### src/rtl/usb_rx_bit_timer_pkg.sv
// Shared constants for the USB full-speed receive bit timer.
// Also holds the helper that sizes a counter from its range.
package usb_rx_pkg;

  localparam int USB_CLKS_PER_BIT  = 8;
  localparam int USB_SAMPLE_PHASE  = 3;
  localparam int USB_BITS_PER_BYTE = 8;
  localparam int USB_STUFF_LIMIT   = 6;

  // Counter width for values 0..range-1, never narrower than one bit
  function automatic int cnt_width(input int range);
    return (range <= 1) ? 1 : $clog2(range);
  endfunction

endpackage

### src/rtl/usb_rx_bit_timer_if.sv
// Receive-path signals between the bit timer and its neighbours.
// Master is the surrounding RX logic; slave is the bit timer.
interface usb_rx_bit_timer_if;

  logic rcving;
  logic d_edge;
  logic eop;
  logic d_orig;
  logic shift_enable;
  logic bit_strobe;
  logic byte_received;
  logic stuff_err;

  modport master (
    output rcving, d_edge, eop, d_orig,
    input  shift_enable, bit_strobe, byte_received, stuff_err
  );

  modport slave (
    input  rcving, d_edge, eop, d_orig,
    output shift_enable, bit_strobe, byte_received, stuff_err
  );

endinterface

### src/rtl/usb_rx_bit_timer_flex_counter.sv
// Parameterised rollover counter: counts 0..rollover_val and wraps to 0.
// A synchronous clear has priority over counting.
module usb_flex_counter #(
  parameter int NUM_BITS = 4
) (
  input  logic                clk,
  input  logic                n_rst,
  input  logic                clear,
  input  logic                count_enable,
  input  logic [NUM_BITS-1:0] rollover_val,
  output logic [NUM_BITS-1:0] count_out,
  output logic                rollover_flag
);

  logic [NUM_BITS-1:0] count_r;
  logic [NUM_BITS-1:0] count_nxt_s;

  // next count: clear, wrap at rollover_val, or increment
  always_comb begin
    count_nxt_s = count_r;
    if (clear) begin
      count_nxt_s = '0;
    end else if (count_enable) begin
      if (count_r == rollover_val) begin
        count_nxt_s = '0;
      end else begin
        count_nxt_s = count_r + {{(NUM_BITS-1){1'b0}}, 1'b1};
      end
    end else begin
      count_nxt_s = count_r;
    end
  end

  // count register
  always_ff @(posedge clk or negedge n_rst) begin
    if (!n_rst) begin
      count_r <= '0;
    end else begin
      count_r <= count_nxt_s;
    end
  end

  assign count_out     = count_r;
  assign rollover_flag = (count_r == rollover_val);

endmodule

### src/rtl/usb_rx_bit_timer.sv
// Bit timing and unstuffing for the USB full-speed receive path: mid-bit shift
// strobes locked to D+ edges, stuff-bit removal and byte framing.
module usb_rx_bit_timer
  import usb_rx_pkg::*;
#(
  parameter int CLKS_PER_BIT  = USB_CLKS_PER_BIT,
  parameter int SAMPLE_PHASE  = USB_SAMPLE_PHASE,
  parameter int BITS_PER_BYTE = USB_BITS_PER_BYTE,
  parameter int STUFF_LIMIT   = USB_STUFF_LIMIT
) (
  input logic               clk,
  input logic               n_rst,
  usb_rx_bit_timer_if.slave bus
);

  localparam int PH_W = cnt_width(CLKS_PER_BIT);
  localparam int BC_W = cnt_width(BITS_PER_BYTE);
  localparam int ON_W = cnt_width(STUFF_LIMIT + 1);

  localparam logic [PH_W-1:0] PH_LAST   = PH_W'(CLKS_PER_BIT - 1);
  localparam logic [PH_W-1:0] PH_SAMPLE = PH_W'(SAMPLE_PHASE);
  localparam logic [BC_W-1:0] BC_LAST   = BC_W'(BITS_PER_BYTE - 1);
  localparam logic [ON_W-1:0] ON_LIMIT  = ON_W'(STUFF_LIMIT);
  localparam logic [ON_W-1:0] ON_ONE    = ON_W'(1);

  logic [PH_W-1:0] ph_s;
  logic            ph_clear_s;
  logic            sample_s;
  logic            stuffed_s;
  logic            bit_strobe_s;
  logic            bit_clear_s;
  logic            bit_last_s;
  logic [ON_W-1:0] ones_r;
  logic [ON_W-1:0] ones_nxt_s;
  logic            byte_received_r;
  logic            stuff_err_r;

  // An edge restarts the bit period so the sample stays centred on the data eye
  assign ph_clear_s = ~bus.rcving | bus.d_edge;

  usb_flex_counter #(
    .NUM_BITS (PH_W)
  ) u_phase_cnt (
    .clk           (clk),
    .n_rst         (n_rst),
    .clear         (ph_clear_s),
    .count_enable  (1'b1),
    .rollover_val  (PH_LAST),
    .count_out     (ph_s),
    .rollover_flag ()
  );

  assign sample_s     = bus.rcving & (ph_s == PH_SAMPLE);
  assign stuffed_s    = sample_s & (ones_r == ON_LIMIT);
  assign bit_strobe_s = sample_s & ~stuffed_s & ~bus.eop;

  // EOP at a sample drops any partial byte
  assign bit_clear_s = ~bus.rcving | (sample_s & bus.eop);

  usb_flex_counter #(
    .NUM_BITS (BC_W)
  ) u_bit_cnt (
    .clk           (clk),
    .n_rst         (n_rst),
    .clear         (bit_clear_s),
    .count_enable  (bit_strobe_s),
    .rollover_val  (BC_LAST),
    .count_out     (),
    .rollover_flag (bit_last_s)
  );

  // run length of decoded ones, restarted by a zero, a stuff bit or EOP
  always_comb begin
    ones_nxt_s = ones_r;
    if (!bus.rcving) begin
      ones_nxt_s = '0;
    end else if (sample_s) begin
      if (bus.eop || stuffed_s) begin
        ones_nxt_s = '0;
      end else if (bus.d_orig) begin
        ones_nxt_s = ones_r + ON_ONE;
      end else begin
        ones_nxt_s = '0;
      end
    end else begin
      ones_nxt_s = ones_r;
    end
  end

  // ones counter and registered pulse outputs
  always_ff @(posedge clk or negedge n_rst) begin
    if (!n_rst) begin
      ones_r          <= '0;
      byte_received_r <= 1'b0;
      stuff_err_r     <= 1'b0;
    end else begin
      ones_r          <= ones_nxt_s;
      byte_received_r <= bit_strobe_s & bit_last_s;
      stuff_err_r     <= stuffed_s & bus.d_orig;
    end
  end

  assign bus.shift_enable  = sample_s;
  assign bus.bit_strobe    = bit_strobe_s;
  assign bus.byte_received = byte_received_r;
  assign bus.stuff_err     = stuff_err_r;

endmodule
### src/flat_wrapper.sv
// flat-port wrapper written by rule: the top's interface ports become plain ports
module usb_rx_bit_timer_flat import usb_rx_pkg::*;
#(
  parameter int CLKS_PER_BIT  = USB_CLKS_PER_BIT,
  parameter int SAMPLE_PHASE  = USB_SAMPLE_PHASE,
  parameter int BITS_PER_BYTE = USB_BITS_PER_BYTE,
  parameter int STUFF_LIMIT   = USB_STUFF_LIMIT
)
  (clk, n_rst, bus_rcving, bus_d_edge, bus_eop, bus_d_orig, bus_shift_enable, bus_bit_strobe, bus_byte_received, bus_stuff_err);
  usb_rx_bit_timer_if bus_i ();
  input logic clk;
  input logic n_rst;
  input wire logic [$bits(bus_i.rcving)-1:0] bus_rcving;
  input wire logic [$bits(bus_i.d_edge)-1:0] bus_d_edge;
  input wire logic [$bits(bus_i.eop)-1:0] bus_eop;
  input wire logic [$bits(bus_i.d_orig)-1:0] bus_d_orig;
  output wire logic [$bits(bus_i.shift_enable)-1:0] bus_shift_enable;
  output wire logic [$bits(bus_i.bit_strobe)-1:0] bus_bit_strobe;
  output wire logic [$bits(bus_i.byte_received)-1:0] bus_byte_received;
  output wire logic [$bits(bus_i.stuff_err)-1:0] bus_stuff_err;
  assign bus_i.rcving = bus_rcving;
  assign bus_i.d_edge = bus_d_edge;
  assign bus_i.eop = bus_eop;
  assign bus_i.d_orig = bus_d_orig;
  assign bus_shift_enable = bus_i.shift_enable;
  assign bus_bit_strobe = bus_i.bit_strobe;
  assign bus_byte_received = bus_i.byte_received;
  assign bus_stuff_err = bus_i.stuff_err;
  usb_rx_bit_timer #(.CLKS_PER_BIT(CLKS_PER_BIT), .SAMPLE_PHASE(SAMPLE_PHASE), .BITS_PER_BYTE(BITS_PER_BYTE), .STUFF_LIMIT(STUFF_LIMIT)) u_core (.clk(clk), .n_rst(n_rst), .bus(bus_i));
endmodule
### config.mk
export PLATFORM = sky130hd
export DESIGN_NAME = usb_rx_bit_timer_flat
export DESIGN_NICKNAME = d
export VERILOG_FILES = /design/src/rtl/usb_rx_bit_timer_pkg.sv /design/src/rtl/usb_rx_bit_timer_if.sv /design/src/rtl/usb_rx_bit_timer_flex_counter.sv /design/src/rtl/usb_rx_bit_timer.sv /design/src/flat_wrapper.sv
export SDC_FILE = /design/constraint.sdc
export NUM_CORES = 1
export LEC_CHECK = 0
export ABC_CLOCK_PERIOD_IN_PS = 2500
export BUFFER_PORTS_ARGS = -buffer_cell sky130_fd_sc_hd__buf_2
export CORE_ASPECT_RATIO = 0.9
export CORE_MARGIN = 5
export CORE_UTILIZATION = 25
export CTS_BUF_LIST = sky130_fd_sc_hd__clkbuf_8 sky130_fd_sc_hd__clkbuf_16
export DETAILED_ROUTE_END_ITERATION = 6
export PLACE_DENSITY = 0.5
export SLEW_MARGIN = 30
export SYNTH_ARGS = -nofsm -noshare
export SYNTH_HDL_FRONTEND = slang
export SYNTH_SLANG_ARGS = --single-unit
### constraint.sdc
create_clock -name clk -period 2.5 [get_ports clk]
set_input_delay 0 -clock clk [delete_from_list [all_inputs] [get_ports clk]]
set_output_delay 0 -clock clk [all_outputs]
set_load 0.05 [all_outputs]
Word-level counts from Yosys, hierarchy flattened
Index checks and enable logic that the tools add are counted.
{"block": "totals", "elab_cells": 36, "ff_bits": 11}
{"block": "classes", "eq_ne": 5, "add_sub_neg": 3, "n_bitwise": 12, "muxes": 9, "n_reduce_logical": 2}
{"cell": "$mux W3", "count": 9}
{"cell": "$add A3 B1 Y3 const B", "count": 3}
{"cell": "$eq A3 B3 Y1 const B", "count": 3}
{"cell": "$and A1 B1 Y1", "count": 7}
{"cell": "$eq A3 B2 Y1 const B", "count": 1}
{"cell": "$not A1 Y1", "count": 3}
{"cell": "$ne A2 B1 Y1 const B", "count": 1}
{"cell": "$or A1 B1 Y1", "count": 2}
{"cell": "$reduce_bool A2 Y1", "count": 1}
{"cell": "$logic_or A1 B1 Y1", "count": 1}

Longest topological paths before layout
{"block": "depth", "depth_word": 8, "mapped_depth": 5}

Hierarchy
A second synthesis with hierarchy kept.
{"block": "hier_totals", "cells_unflattened": 72, "area_unflattened_um2": 714.4}
{"mod": "usb_flex_counter", "cells_each": 20, "area_each_um2": 198.9, "instances": 2}
{"mod": "usb_rx_bit_timer", "cells_each": 32, "area_each_um2": 316.6, "instances": 1}

Least setup slack after synthesis
OpenSTA, ideal clock, no wires.
{"block": "synth_path", "path_kind": "register to register", "start": "reg u_core.u_phase_cnt.count_r[0] (netlist: u_core.u_phase_cnt.count_out[0])", "end": "reg u_core.u_bit_cnt.count_r[1] (netlist: u_core.u_bit_cnt.count_out[1])", "path_buffers": 0, "synth_period_minus_slack_ns": 1.622, "stages_incl_launch_ff": 6, "required_ns": 2.432, "t_arrival_ns": 1.554, "setup_slack_ns": 0.878, "cell_sequence": "dfrtp_1 ha_1 ha_1 nand2_1 nor3_4 a32o_1"}
{"block": "synth_via", "elab_chain_cells": 7}
{"element": "start: declaration", "line_no": "usb_rx_bit_timer_flex_counter.sv:15", "rtl": "logic [NUM_BITS-1:0] count_r;"}
{"element": "start signal: assignment", "line_no": "usb_rx_bit_timer_flex_counter.sv:39", "rtl": "count_r <= count_nxt_s;"}
{"element": "$eq A3 B2 Y1 *", "line_no": "usb_rx_bit_timer.sv:53", "rtl": "assign sample_s = bus.rcving & (ph_s == PH_SAMPLE);"}
{"element": "$and A1 B1 Y1 *", "line_no": "usb_rx_bit_timer.sv:53"}
{"element": "$and A1 B1 Y1", "line_no": "usb_rx_bit_timer.sv:54", "rtl": "assign stuffed_s = sample_s & (ones_r == ON_LIMIT);"}
{"element": "$not A1 Y1", "line_no": "usb_rx_bit_timer.sv:55", "rtl": "assign bit_strobe_s = sample_s & ~stuffed_s & ~bus.eop;"}
{"element": "$and A1 B1 Y1 * (2 in series)", "line_no": "usb_rx_bit_timer.sv:55"}
{"element": "via bus_bit_strobe", "line_no": "flat_wrapper.sv:18", "rtl": "output wire logic [$bits(bus_i.bit_strobe)-1:0] bus_bit_strobe;"}
{"element": "$reduce_bool A2 Y1 (no source line) *"}
{"element": "end signal: assignment", "line_no": "usb_rx_bit_timer_flex_counter.sv:39"}
{"element": "end: declaration", "line_no": "usb_rx_bit_timer_flex_counter.sv:15"}
The timed path passes the listed nets; every way through them passes the cells marked *.
A chain may end at the register's enable or synchronous reset.

Worst setup path in the final report
{"block": "layout_path", "start": "reg u_core.u_phase_cnt.count_r[0] (netlist: u_core.u_phase_cnt.count_out[0])", "end": "out bus_bit_strobe"}
{"block": "layout_via", "elab_chain_cells": 6}
{"element": "$eq A3 B2 Y1 *", "line_no": "usb_rx_bit_timer.sv:53"}
{"element": "$and A1 B1 Y1 *", "line_no": "usb_rx_bit_timer.sv:53"}
{"element": "$and A1 B1 Y1", "line_no": "usb_rx_bit_timer.sv:54"}
{"element": "$not A1 Y1", "line_no": "usb_rx_bit_timer.sv:55"}
{"element": "$and A1 B1 Y1 * (2 in series)", "line_no": "usb_rx_bit_timer.sv:55"}
{"element": "end: declaration", "line_no": "flat_wrapper.sv:18"}
Mark *: on every way between the ends. The rest lies on a longest branch, timed or not.

==> summary.txt <==
Top routing layer in use -> met4
Overall die height -> 55.0 um
Area of the core -> 2160 um2
Most common cell type on the critical path -> sky130_fd_sc_hd__ha_1
Number of cells traversed by the worst register-to-register path -> 5
Gate Count Post-Synth -> 50
CTS Root Buffer Type -> sky130_fd_sc_hd__clkbuf_8
Die extent in x -> 60.0 um
Headroom to the max-slew limit -> 79.5%
Routability Congestion -> 0.687
Total power density per cell area -> 530 nW/um2
Setup repair after global routing missed its margin -> no
Wire length of the first global-routing pass -> 1590 um
Final WL -> 1000 um
Die outline area -> 3300 um2
Total length of routed met3 wires -> 69 um
Timing-limited maximum frequency -> 0.606 GHz
Pre-CTS worst setup slack -> 1.07 ns
Worst setup path category -> reg2out
Number of synthesized register bits -> 11
Layout overhead on the synthesized area -> 23.8%
Avg Synthesized Cell Area -> 11.3 um2
Hold path startpoint -> bus_eop
Number of global-route vias before repair -> 367
Met2 layer wire length in the routed design -> 421 um
R2r setup slk -> 1.07 ns
Number of different library cells in the post-synthesis netlist -> 20
Peak VDD IR -> 0.292 mV
Crit. End Element -> output pin
Largest net degree at the start of global routing -> 12
Cell leakage power -> 0.000363 uW
Cell with the largest stage delay on the worst path -> sky130_fd_sc_hd__dfrtp_1
Min setup slack post-route -> 0.850 ns
Final antenna-violating net count -> 0
Ratio of final minimum period to clock period -> 66.0%
Initial antenna violation count -> 0
Cell Rows -> 16
Clock slew at reported path FFs -> 0.05 ns
Hold-critical path endpoint -> u_core.bus.byte_received$_DFF_PN0_
CTS Buffer Depth -> 2
Buffers inserted during post-CTS setup optimization -> 0
Data arrival at the endpoint of the critical path -> 1.65 ns
Maximum fanout encountered on the critical timing path -> 6
Finish-stage setup viols -> 0
Final-stage net count -> 78
Boundary pin count -> 10
Max-Cap Viols -> 0
Class of the tightest hold or removal check -> in2reg
Tmin final -> 1.65 ns
Portion of the post-synthesis area used by sequential elements -> 48.9%
Clock buffers created by TritonCTS -> 3
Total half-perimeter wirelength after legalization and detailed placement -> 758 um
Fraction of layout instances using a drive strength above 1 -> 21.9%
Yosys warning total -> 0
Global route overflow -> 0
Final hold violation count -> 0
Max-slew violation count -> 0
Series of cell instances along the critical path -> ha_1, ha_1, nand2_1, nor3_4, buf_2
Hold path depth -> 2
Capturing point of the worst reg2reg path -> u_core.u_bit_cnt.count_out[1]$_DFFE_PN0P_
Clock sinks -> 11
Initial standard-cell utilization of the core -> 26.0%
Slew at the pin closest to its max-slew limit -> 0.304 ns
DR DRC count -> 0
DR vias/cell -> 4.35
Clock tree from TritonCTS -> built
Synthesized netlist net count -> 63
Required time worst endpoint -> 2.50 ns
Maximum cell stage delay along the critical path -> 0.34 ns
Final setup TNS -> 0 ns
Overall Global Routing Usage -> 7.19%
Iteration-0 DRC count of the detailed router -> 4
Launch point of the worst reg-to-reg path -> u_core.u_phase_cnt.count_out[0]$_DFF_PN0_
Post-synthesis cell area -> 563 um2
Total of buffers placed on input and output ports -> 9
Final worst clock skew -> 0.00170 ns
Routed vias -> 396
Drt pass-1 iters -> 2
Routed metal-1 wire length -> 475 um
Nature of the critical path startpoint -> flip-flop
Status -> completed
Cells resized by post-CTS repair -> 0
Count of inserted antenna diode cells -> 0
Drt wl/cell -> 11.0 um
Insertion delay to the later sink of the worst-skew pair -> 0.23 ns
Hold-fix buffer count after cts -> 1
CTS H-Tree Depth -> 1
cells by family after synthesis:
| group | Yosys count | share of synthesized area, % |
|---|---|---|
| fa+ha+maj | 7 | 15.6 |
| compound gates | 8 | 12.2 |
| simple gates | 17 | 18.7 |
| buf+inv | 7 | 4.67 |
| flops | 11 | 48.9 |
flip-flops by register name, indices dropped and copies added (netlist names):
register                      cells
u_core.bus.stuff_err              1
u_core.ones_r                     3
u_core.bus.byte_received          1
u_core.u_bit_cnt.count_out        3
u_core.u_phase_cnt.count_out      3
critical path: cells and delay by family, from the launching register on:
kind	cells	cell delay, ns
simple gates	2	0.35
buf+inv	1	0.30
fa+ha+maj	2	0.42
flops	1	0.34
through the flow:
step	hold WS, ns	instances	cell area [um2]	utilization [%]	total power, uW
after floorplan	-0.296	50	563	-	190
after global placement	-0.115	86	642	29.7	202
after detailed placement	-0.113	86	642	29.7	202
after CTS	0.0100	91	697	32.2	379
after global routing	0.0323	91	697	32.2	390
final	0.0156	91	697	32.2	370
report_power, final:
| part | switching, uW | total [uW] | internal, uW |
|---|---|---|---|
| Clock | 62.7 | 170 | 107 |
| Combinational | 11.4 | 18.5 | 7.10 |
| Sequential | 0.777 | 181 | 180 |
| Total | 74.8 | 370 | 295 |
placed cells by master, fill, tap and decap left out:
master                          Yosys  final
sky130_fd_sc_hd__a21boi_1           1      1
sky130_fd_sc_hd__a22o_1             2      2
sky130_fd_sc_hd__a31o_1             1      1
sky130_fd_sc_hd__a32o_1             1      1
sky130_fd_sc_hd__and2_1             1      1
sky130_fd_sc_hd__and2_4             1      1
sky130_fd_sc_hd__and3_1             1      1
sky130_fd_sc_hd__buf_2              0      9
sky130_fd_sc_hd__clkbuf_8           0      3
sky130_fd_sc_hd__dfrtp_1           11     11
sky130_fd_sc_hd__dlygate4sd3_1      0      1
sky130_fd_sc_hd__ha_1               7      7
sky130_fd_sc_hd__inv_1              7      8
sky130_fd_sc_hd__nand2_1            1      1
sky130_fd_sc_hd__nand2b_1           1      1
sky130_fd_sc_hd__nand3b_1           3      3
sky130_fd_sc_hd__nor2_1             5      5
sky130_fd_sc_hd__nor3_1             2      2
sky130_fd_sc_hd__nor3_4             1      1
sky130_fd_sc_hd__nor4_1             1      1
sky130_fd_sc_hd__o21a_1             1      1
sky130_fd_sc_hd__o32ai_1            1      1
sky130_fd_sc_hd__o41ai_1            1      1
cells in the mapped netlist:
master,number,area [um2]
sky130_fd_sc_hd__nand2_1,1,3.75
sky130_fd_sc_hd__ha_1,7,87.6
sky130_fd_sc_hd__o41ai_1,1,8.76
sky130_fd_sc_hd__a31o_1,1,8.76
sky130_fd_sc_hd__nor3_4,1,16.3
sky130_fd_sc_hd__and3_1,1,6.26
sky130_fd_sc_hd__nand2b_1,1,6.26
sky130_fd_sc_hd__a32o_1,1,10.0
sky130_fd_sc_hd__nor4_1,1,6.26
sky130_fd_sc_hd__o32ai_1,1,8.76
sky130_fd_sc_hd__a21boi_1,1,7.51
sky130_fd_sc_hd__dfrtp_1,11,275
sky130_fd_sc_hd__inv_1,7,26.3
sky130_fd_sc_hd__nor3_1,2,10.0
sky130_fd_sc_hd__nand3b_1,3,22.5
sky130_fd_sc_hd__and2_4,1,8.76
sky130_fd_sc_hd__nor2_1,5,18.8
sky130_fd_sc_hd__o21a_1,1,7.51
sky130_fd_sc_hd__and2_1,1,6.26
sky130_fd_sc_hd__a22o_1,2,17.5
metal layers:
layer,GRT usage (%),vias to the layer above
met5,0,-
met4,6.64,0
met3,3.48,4
met2,10.3,10
met1,7.80,178
li1,-,204
area by class of cell:
type,count,area [um2]
multi-input cells,32,262
inverters,7,26.3
clock buffers,3,41.3
clock inverters,1,3.75
well taps,27,33.8
flip-flops and latches,11,275
fillers,237,1470
repair buffers,10,55.1
how the worst max path moves through the flow:
stage | start | to | depth (start not counted)
after CTS | u_core.u_phase_cnt.count_out[0]$_DFF_PN0_ | bus_bit_strobe | 5
after floorplan | u_core.u_phase_cnt.count_out[0]$_DFF_PN0_ | u_core.u_bit_cnt.count_out[1]$_DFFE_PN0P_ | 5
after global routing | u_core.u_phase_cnt.count_out[0]$_DFF_PN0_ | bus_bit_strobe | 5
after global placement | u_core.u_phase_cnt.count_out[0]$_DFF_PN0_ | u_core.u_bit_cnt.count_out[1]$_DFFE_PN0P_ | 5
final | u_core.u_phase_cnt.count_out[0]$_DFF_PN0_ | bus_bit_strobe | 5
after detailed placement | u_core.u_phase_cnt.count_out[0]$_DFF_PN0_ | u_core.u_bit_cnt.count_out[1]$_DFFE_PN0P_ | 5
Power figures use the tool's default switching activity.
